## src/rtl/multicycle_control_unit_if.sv

```systemverilog
// rtl/multicycle_control_unit_if.sv - control unit <-> datapath signal bundle
interface multicycle_control_unit_if #(
  parameter int CNT_W = 16
);
  logic [6:0]       OP_Code;
  logic             Zero;
  logic             mem_ready;
  logic             PCWrite;
  logic             IRWrite;
  logic             MemRead;
  logic             MemWrite;
  logic             RegWrite;
  logic             ALUScr;
  logic             Branch;
  logic             Jump;
  logic [1:0]       ALUOp;
  logic [1:0]       MemtoReg;
  logic             Illegal;
  logic             Bus_Err;
  logic [CNT_W-1:0] Retired;

  modport master (
    input  OP_Code, Zero, mem_ready,
    output PCWrite, IRWrite, MemRead, MemWrite, RegWrite, ALUScr, Branch, Jump,
           ALUOp, MemtoReg, Illegal, Bus_Err, Retired
  );

  modport slave (
    output OP_Code, Zero, mem_ready,
    input  PCWrite, IRWrite, MemRead, MemWrite, RegWrite, ALUScr, Branch, Jump,
           ALUOp, MemtoReg, Illegal, Bus_Err, Retired
  );
endinterface

```

## src/rtl/multicycle_control_unit.sv

```systemverilog
// rtl/multicycle_control_unit.sv - multicycle RV-style control FSM with memory timeout traps
// Optional MCU_JALR_EN makes opcode 1100111 (JALR) a legal instruction.
module multicycle_control_unit #(
  parameter int TO_W  = 4,
  parameter int CNT_W = 16
) (
  input  logic                      clk,
  input  logic                      rst,
  multicycle_control_unit_if.master bus
);
  typedef enum logic [2:0] {FETCH, DECODE, EXEC, MEM, WB, TRAP} state_t;
  typedef enum logic [2:0] {C_R, C_I, C_LOAD, C_STORE, C_BRANCH, C_JAL, C_JALR} cls_t;

  // Timeout fires when the counter would step onto its all-ones value.
  localparam logic [TO_W-1:0] TO_LAST = {{(TO_W-1){1'b1}}, 1'b0};

  state_t           state;
  cls_t             cls;
  cls_t             dec_cls;
  logic             dec_legal;
  logic [TO_W-1:0]  to_cnt;
  logic [CNT_W-1:0] retired;
  logic             illegal;
  logic             bus_err;
  logic             timed_out;

  always_comb begin
    dec_cls   = C_R;
    dec_legal = 1'b1;
    case (bus.OP_Code)
      7'b0110011: dec_cls = C_R;
      7'b0010011: dec_cls = C_I;
      7'b0000011: dec_cls = C_LOAD;
      7'b0100011: dec_cls = C_STORE;
      7'b1100011: dec_cls = C_BRANCH;
      7'b1101111: dec_cls = C_JAL;
`ifdef MCU_JALR_EN
      7'b1100111: dec_cls = C_JALR;
`endif
      default:    dec_legal = 1'b0;
    endcase
  end

  assign timed_out = !bus.mem_ready && (to_cnt == TO_LAST);

  always_ff @(posedge clk) begin
    if (rst) begin
      state   <= FETCH;
      cls     <= C_R;
      to_cnt  <= '0;
      retired <= '0;
      illegal <= 1'b0;
      bus_err <= 1'b0;
    end else begin
      case (state)
        FETCH: begin
          if (bus.mem_ready) begin
            state <= DECODE;
          end else if (timed_out) begin
            state   <= TRAP;
            bus_err <= 1'b1;
          end else begin
            to_cnt <= to_cnt + 1'b1;
          end
        end
        DECODE: begin
          cls <= dec_cls;
          if (dec_legal) begin
            state <= EXEC;
          end else begin
            state   <= TRAP;
            illegal <= 1'b1;
          end
        end
        EXEC: begin
          case (cls)
            C_R, C_I: state <= WB;
            C_LOAD, C_STORE: begin
              state  <= MEM;
              to_cnt <= '0;
            end
            default: begin
              state   <= FETCH;
              to_cnt  <= '0;
              retired <= retired + 1'b1;
            end
          endcase
        end
        MEM: begin
          if (bus.mem_ready) begin
            if (cls == C_LOAD) begin
              state <= WB;
            end else begin
              state   <= FETCH;
              to_cnt  <= '0;
              retired <= retired + 1'b1;
            end
          end else if (timed_out) begin
            state   <= TRAP;
            bus_err <= 1'b1;
          end else begin
            to_cnt <= to_cnt + 1'b1;
          end
        end
        WB: begin
          state   <= FETCH;
          to_cnt  <= '0;
          retired <= retired + 1'b1;
        end
        default: state <= TRAP;
      endcase
    end
  end

  always_comb begin
    bus.PCWrite  = 1'b0;
    bus.IRWrite  = 1'b0;
    bus.MemRead  = 1'b0;
    bus.MemWrite = 1'b0;
    bus.RegWrite = 1'b0;
    bus.ALUScr   = 1'b0;
    bus.Branch   = 1'b0;
    bus.Jump     = 1'b0;
    bus.ALUOp    = 2'b00;
    bus.MemtoReg = 2'b00;
    case (state)
      FETCH: begin
        bus.MemRead = 1'b1;
        bus.IRWrite = bus.mem_ready;
        bus.PCWrite = bus.mem_ready;
      end
      EXEC: begin
        case (cls)
          C_R: bus.ALUOp = 2'b01;
          C_I, C_LOAD, C_STORE: bus.ALUScr = 1'b1;
          C_BRANCH: begin
            bus.ALUOp   = 2'b10;
            bus.Branch  = 1'b1;
            bus.PCWrite = bus.Zero;
          end
          C_JAL: begin
            bus.Jump     = 1'b1;
            bus.PCWrite  = 1'b1;
            bus.RegWrite = 1'b1;
            bus.MemtoReg = 2'b10;
          end
`ifdef MCU_JALR_EN
          C_JALR: begin
            bus.ALUScr   = 1'b1;
            bus.Jump     = 1'b1;
            bus.PCWrite  = 1'b1;
            bus.RegWrite = 1'b1;
            bus.MemtoReg = 2'b10;
          end
`endif
          default: ;
        endcase
      end
      MEM: begin
        bus.MemRead  = (cls == C_LOAD);
        bus.MemWrite = (cls == C_STORE);
      end
      WB: begin
        bus.RegWrite = 1'b1;
        bus.MemtoReg = (cls == C_LOAD) ? 2'b01 : 2'b00;
      end
      default: ;
    endcase
  end

  assign bus.Illegal = illegal;
  assign bus.Bus_Err = bus_err;
  assign bus.Retired = retired;
endmodule

```

## src/flat_wrapper.sv

```systemverilog
// flat-port wrapper written by rule: the top's interface ports become plain ports
module multicycle_control_unit_flat 
#(
  parameter int TO_W  = 4,
  parameter int CNT_W = 16
)
  (clk, rst, bus_OP_Code, bus_Zero, bus_mem_ready, bus_PCWrite, bus_IRWrite, bus_MemRead, bus_MemWrite, bus_RegWrite, bus_ALUScr, bus_Branch, bus_Jump, bus_ALUOp, bus_MemtoReg, bus_Illegal, bus_Bus_Err, bus_Retired);
  multicycle_control_unit_if #(.CNT_W(CNT_W)) bus_i ();
  input  logic clk;
  input  logic rst;
  input wire logic [$bits(bus_i.OP_Code)-1:0] bus_OP_Code;
  input wire logic [$bits(bus_i.Zero)-1:0] bus_Zero;
  input wire logic [$bits(bus_i.mem_ready)-1:0] bus_mem_ready;
  output wire logic [$bits(bus_i.PCWrite)-1:0] bus_PCWrite;
  output wire logic [$bits(bus_i.IRWrite)-1:0] bus_IRWrite;
  output wire logic [$bits(bus_i.MemRead)-1:0] bus_MemRead;
  output wire logic [$bits(bus_i.MemWrite)-1:0] bus_MemWrite;
  output wire logic [$bits(bus_i.RegWrite)-1:0] bus_RegWrite;
  output wire logic [$bits(bus_i.ALUScr)-1:0] bus_ALUScr;
  output wire logic [$bits(bus_i.Branch)-1:0] bus_Branch;
  output wire logic [$bits(bus_i.Jump)-1:0] bus_Jump;
  output wire logic [$bits(bus_i.ALUOp)-1:0] bus_ALUOp;
  output wire logic [$bits(bus_i.MemtoReg)-1:0] bus_MemtoReg;
  output wire logic [$bits(bus_i.Illegal)-1:0] bus_Illegal;
  output wire logic [$bits(bus_i.Bus_Err)-1:0] bus_Bus_Err;
  output wire logic [$bits(bus_i.Retired)-1:0] bus_Retired;
  assign bus_i.OP_Code = bus_OP_Code;
  assign bus_i.Zero = bus_Zero;
  assign bus_i.mem_ready = bus_mem_ready;
  assign bus_PCWrite = bus_i.PCWrite;
  assign bus_IRWrite = bus_i.IRWrite;
  assign bus_MemRead = bus_i.MemRead;
  assign bus_MemWrite = bus_i.MemWrite;
  assign bus_RegWrite = bus_i.RegWrite;
  assign bus_ALUScr = bus_i.ALUScr;
  assign bus_Branch = bus_i.Branch;
  assign bus_Jump = bus_i.Jump;
  assign bus_ALUOp = bus_i.ALUOp;
  assign bus_MemtoReg = bus_i.MemtoReg;
  assign bus_Illegal = bus_i.Illegal;
  assign bus_Bus_Err = bus_i.Bus_Err;
  assign bus_Retired = bus_i.Retired;
  multicycle_control_unit #(.TO_W(TO_W), .CNT_W(CNT_W)) u_core (.clk(clk), .rst(rst), .bus(bus_i));
endmodule
```

## config.mk

```make
export PLATFORM = sky130hd
export DESIGN_NAME = multicycle_control_unit_flat
export DESIGN_NICKNAME = d
export VERILOG_FILES = /design/src/rtl/multicycle_control_unit_if.sv /design/src/rtl/multicycle_control_unit.sv /design/src/flat_wrapper.sv
export SDC_FILE = /design/constraint.sdc
export NUM_CORES = 1
export LEC_CHECK = 0
export CORE_MARGIN = 2
export CORE_UTILIZATION = 40
export DETAILED_ROUTE_END_ITERATION = 12
export GPL_TIMING_DRIVEN = 0
export PLACE_DENSITY = 0.67
export SLEW_MARGIN = 10
export SYNTH_ARGS = -nofsm -noshare
export SYNTH_HDL_FRONTEND = slang
export SYNTH_SLANG_ARGS = --single-unit
export TNS_END_PERCENT = 5
```

## constraint.sdc

```tcl
create_clock -name clk -period 3.26 [get_ports clk]
set_input_delay 0.978 -clock clk [delete_from_list [all_inputs] [get_ports clk]]
set_output_delay 0.978 -clock clk [all_outputs]
set_load 0.01 [all_outputs]
```

==> results of run 1 <==
==> synth_stat cells (all sizes together) <==
master	n
inv	5
a2111oi	1
or4	3
a21oi	15
o21ai	11
nand4b	1
o311ai	1
nand2	15
or2	1
or4bb	1
ha	3
and4	2
a41oi	1
nand3b	2
o31ai	2
dfxtp	28
a21o	2
a32o	1
and3b	1
and3	1
clkbuf	7
nor4	8
xor2	3
a22oi	3
a211o	1
nand3	9
or3	6
nand2b	6
nor2b	3
a31oi	2
buf	7
nor4b	3
xnor2	11
a311oi	1
nor2	26
nor3	5
nand4	5
o22ai	2
nor3b	1
and4b	1
==> metrics by stage <==
stage | utilization | setup TNS [ps] | instance area (µm²) | worst slack [ps]
2_1_floorplan | - | 0 | 1628 | 717.1
3_3_place_gp | 0.5239 | -379.7 | 2081 | -228.3
3_5_place_dp | 0.5239 | -388.3 | 2081 | -231.7
4_1_cts | 0.5435 | 0 | 2158 | 18.04
5_1_grt | 0.5444 | 0 | 2162 | 12.95
6_report | 0.5444 | 0 | 2162 | 100.6
==> flip-flops by register name, summed over array words and instances (netlist names) <==
signal / cells
u_core.bus.Bus_Err: 1
u_core.bus.Illegal: 1
u_core.bus.Retired: 16
u_core.cls: 3
u_core.state: 3
u_core.to_cnt: 4
==> worst max path at each step <==
stage,slack [ps],end,from
floorplan,720,bus_ALUOp[1],u_core.state[1]
finish,100,bus_PCWrite,bus_mem_ready
detailed placement,-230,bus_PCWrite,bus_mem_ready
CTS,20,bus_ALUOp[1],u_core.state[0]
global route,10,bus_RegWrite,u_core.state[0]
global placement,-230,bus_PCWrite,bus_mem_ready
==> cell families (layout without fill, tap and decap cells) <==
kind of cell	Yosys count	count (layout)
AOI/OAI and AO/OA	43	43
xor gates and xnor gates	14	14
adders and majority gates	3	3
buffers and inverters	19	62
DFF	28	28
and+or+nand+nor	100	100
==> tightest hold or removal path, delay by kind of cell (launching register included) <==
kind            cells  cell delay (ps)
compound gates      1               40
flops               1              340
simple gates        1               70
==> per-layer routing <==
layer | vias up | share of wire | global-route usage
li1 | 841 | - | -
met1 | 729 | 0.50 | 0.2541
met2 | 38 | 0.44 | 0.2966
met3 | 5 | 0.049 | 0.02167
met4 | 0 | 0.010 | 0.04500
met5 | - | 0 | 0
==> layout by cell type (no fill, tap or decap), types with 4 or more instances in the layout <==
cell type	synthesis	final
a21oi_1	15	15
buf_2	4	4
buf_4	2	4
clkdlybuf4s50_1	0	35
dfxtp_1	28	28
inv_1	5	4
nand2_1	15	15
nand2b_1	6	6
nand3_1	9	9
nand4_1	5	5
nor2_1	25	23
nor3_1	5	5
nor4_1	8	8
o21ai_0	11	11
or3_1	6	6
xnor2_1	11	11
==> what timing repair did <==
| action | 4_1_cts | 5_1_grt |
|---|---|---|
| cloned | 0 | 0 |
| endpoints found under the setup margin | 7 | 6 |
| buffers inserted | 0 | 0 |
| gates resized for setup | 6 | 9 |
==> layout make-up <==
class,instances,area (µm²)
buffer,14,75.07
fill,393,1809
sequential,28,560.5
multi-input combinational,160,991.0
clock inverter,1,30.03
inverter,5,18.77
timing repair buffer,39,382.9
clock buffer,3,41.29
tap,50,62.56
==> power breakdown <==
group | switching, mW | internal (mW) | total [mW]
clock | 0.112 | 0.164 | 0.277
combinational | 0.0791 | 0.0639 | 0.143
sequential | 0.0133 | 0.353 | 0.366
total | 0.205 | 0.581 | 0.786
==> results.cfg, run 1 <==
[global_route]
grt_max_degree = 17
antenna_found_initial = 0
grt-ovfl-total = 0
grt_use_total = 0.1815
grt_pass1_wl_mm = 6.520
grt_pass1_vias = 1432

[synth]
synth_top_family_by_area = simple AND/OR/NAND/NOR gates
synth-simple-area-share = 0.3374
synth.top_cell.area_share = 0.3444
synth_fa_ha_area_frac = 0.02306
synth_nets = 221
ys_seq_elements = 28
synth_seq_area_share = 0.3444
avgSynthCellArea_um2 = 7.864
synth-compound-area-share = 0.1676
synth_mux_area_frac = 0
synthXorXnorAreaFrac = 0.07533
syn_area_um2 = 1628
synth_area_leader_cell = dfxtp_1
yosysUniqueCellTypes = 46
ys.warnings.count = 0
synth_cells = 207
synthTopCellsByArea = dfxtp_1 34%, xnor2_1 5.9%, nor2_1 5.8%

[timing]
relSlewSlack = 0.6561
finalSetupViolations = 0
max_freq_mhz = 316.5
slew_viol_final = 0
rsz0062_at_grt = false
fin_skew_ps = 2.814
finalHoldViolCount = 0
whs_ps = 475.1
period_share = 0.9691
tightest_slew_ps = 515.9
period_needed_ps = 3159

[clocking]
insertion_delay_ps = 280
cts_buffers = 3
clockBufferDepth = 2
tritoncts = built
root_buffer = clkbuf_8
h-tree-depth = 1
clock_sinks = 28
clkTransAtPathRegs_ps = 100
cts_hold_buf = 0

[cells_and_area]
drive_gt1_frac = 0.1040
antenna_cells = 0
final_nets = 265
fin_cells = 300
area_growth_syn_to_layout_pct = 32.82

[placement]
portBuffers = 39
gp_routability_congestion = 0.8331
place_inst = 296
dp_hpwl_mm = 2.833

[min_path]
hp-class = reg2reg
min_to = u_core.bus.Illegal
hold_depth = 2
hp-start = u_core.bus.Illegal

[worst_setup_path]
worstSetupPathDepth = 5
rr_worst_depth = 7
cp_num_buf_inv = 3
path_max_fanout = 10
path_delay_family = buffers and inverters
critPathArrivalTime_ps = 2180
endpoint_kind = output port
crit_path_start_kind = input port
r2r_start = u_core.cls[0]
critical_path.max_stage_delay_ps = 480
cp_cell_sequence = clkdlybuf4s50_1 > clkbuf_4 > nand2b_1 > o22ai_1 > dlygate4sd2_1
worst-setup-path-type = in2out
rrSetupSlack_ps = 1310
required_ps = 2280
r2r-end = u_core.bus.Retired[7]
cp_slowest_cell = clkdlybuf4s50_1

[power]
ir_drop_mv = 0.1914
report.power.total_uw = 786.0
p_leak_nw = 0.7265
p_per_area_nw_per_um2 = 363.5

[route]
drtAntennaViolNets = 0
wl_per_cell_um = 13.00
wirelength_mm = 3.900
drtIter0Drc = 103
drcViolationCount = 0
first_pass_iters = 4
vias = 1613
via_per_inst = 5.377

[floorplanning]
fp-row-count = 23
chipWidth_um = 67.79
core_um2 = 3971
io_pins = 41
dieArea_um2 = 4595
initial_core_util = 0.4099
fp.dieH_um = 67.79

[run]
drv_cap = 0

[run_status]
status = finished, final reports clean
No activity file was read; power rests on OpenSTA's default activity.
==> inputs of run 2 (changes only) <==
CORE_ASPECT_RATIO = 0.8   (was not set)
==> run 2 against run 1 <==
  * Fmax down 1.1%
  * Cell count is 1.7% higher
  * Final area rose by 0.64%
  * Sequential power about the same
  * Via count is 1.5% higher
  * Power decreased by 1.0%
  * Combinational power about the same
  * Global-route usage about the same
  * Worst hold slack better by 7.3 ps
  * Die area hardly changed
  * Largest power group unchanged
==> results.cfg, run 2 (synthesized netlist as in run 1, its figures left out) <==
[cells_and_area]
antenna_cells = 0
fin_area_um2 = 2176
final_common_cell = clkdlybuf4s50_1
fillers = 382
area_growth_syn_to_layout_pct = 33.67
multi_input_area_um2 = 991.0
largest_reg_flops = 16
seq_area_um2 = 561.8
final_nets = 265
final_cell_mix = 35 x clkdlybuf4s50_1, 27 x dfxtp_1, 23 x nor2_1
utilization = 0.5646
drive_gt1_frac = 0.1000

[floorplanning]
fp-row-count = 20
chipWidth_um = 75.32
fp.dieH_um = 61.06
dieArea_um2 = 4599
core_um2 = 3854
initial_core_util = 0.4224
io_pins = 41

[power]
p_leak_nw = 0.7372
report.power.total_uw = 778.0
ir_drop_mv = 0.3027
p_per_area_nw_per_um2 = 357.6

[route]
drcViolationCount = 0
wirelength_mm = 3.884
first_pass_iters = 4
wl_met1_mm = 2.053
wl_per_cell_um = 12.73
drtAntennaViolNets = 0
route.met3.wl_um = 146
vias = 1637
drtIter0Drc = 63
via_per_inst = 5.367
wl_met2_mm = 1.671
routed.top_layer = met4

[timing]
finalSetupViolations = 0
period_share = 0.9801
tightest_slew_ps = 561.5
fin_skew_ps = 7.663
setup_tns_ps = 0
finalHoldViolCount = 0
relSlewSlack = 0.6249
max_freq_mhz = 313.0
whs_ps = 482.5
period_needed_ps = 3195
slew_viol_final = 0
rsz0062_at_grt = false

[clocking]
tritoncts = built
clkTransAtPathRegs_ps = 100
insertion_delay_ps = 270
clock_sinks = 28
root_buffer = clkbuf_8
h-tree-depth = 1
cts_hold_buf = 0
cts_buffers = 3
clockBufferDepth = 2

[worst_setup_path]
path_max_fanout = 10
critPathArrivalTime_ps = 2220
endpoint_kind = output port
crit_path_start_kind = input port
rr_worst_depth = 7
worst-setup-path-type = in2out
required_ps = 2280

[min_path]
hp-class = reg2reg
hold_depth = 2

[placement]
placedInstanceArea_um2 = 2087
gp_routability_congestion = 0.8115
dp_hpwl_mm = 3.048
portBuffers = 39

[global_route]
grt-ovfl-total = 0
grt_use_total = 0.1811
grt_pass1_vias = 1463
grt_pass1_wl_mm = 6.541
antenna_found_initial = 0
grt_max_degree = 17

[run]
drv_cap = 0

[run_status]
status = finished, final reports clean
[run 2: changes by cell type in the layout (fill, tap and decap cells not counted)]
cell	delta
buf_2	-1
buf_4	-1
clkbuf_1	+1
clkbuf_2	-1
clkbuf_4	+1
dfxtp_1	-1
dfxtp_2	+1
dlymetal6s2s_1	+1
[run 2: what timing repair did]
action                                 CTS  global route
gates cloned                             0             0
endpoints found under the hold margin    0             0
setup endpoints to repair                7             5
gates resized for setup                  6             9
setup buffers                            0             0
[run 2: layout make-up]
type,instances,share of cell area
Timing Repair Buffer,39,0.1783
Sequential cell,28,0.2582
Multi-Input combinational cell,160,0.4554
Buffer,14,0.03508
Tap cell,55,0.03163
Inverter,5,0.008626
Clock inverter,1,0.01380
Clock buffer,3,0.01898
[run 2: per-stage QoR]
step | instances | worst slack (ps)
final | 305 | 64.82
after global routing | 305 | 1.826
after CTS | 305 | 17.12
after detailed placement | 301 | -241.2
after global placement | 301 | -221.9
after floorplan | 207 | 717.1
[run 2: where the power goes]
| part | internal (mW) | switching (mW) | total (mW) |
|---|---|---|---|
| clock | 0.164 | 0.103 | 0.268 |
| sequential | 0.353 | 0.0137 | 0.367 |
| combinational | 0.0634 | 0.0805 | 0.144 |
| total | 0.580 | 0.198 | 0.778 |
[run 2: worst paths after layout]
| path | slack, ps | from | endpoint |
|---|---|---|---|
| setup / recovery | 60 | bus_mem_ready | bus_PCWrite |
| setup reg to reg | 1250 | u_core.cls[0] | u_core.bus.Retired[0] |
| hold / removal | 480 | u_core.bus.Illegal | u_core.bus.Illegal |
| hold reg to reg | 480 | u_core.bus.Illegal | u_core.bus.Illegal |
[run 2: worst max-delay path, cell delays in order]
cell	delay [ps]
clkdlybuf4s50_1	490
clkbuf_4	200
nand2b_1	110
o22ai_1	160
dlygate4sd2_1	290
[run 2: metal layers]
| layer | vias to the layer above | GRT usage |
|---|---|---|
| met5 | - | 0 |
| met4 | 0 | 0.03008 |
| met3 | 2 | 0.03437 |
| met2 | 35 | 0.2795 |
| met1 | 757 | 0.2686 |
| li1 | 843 | - |
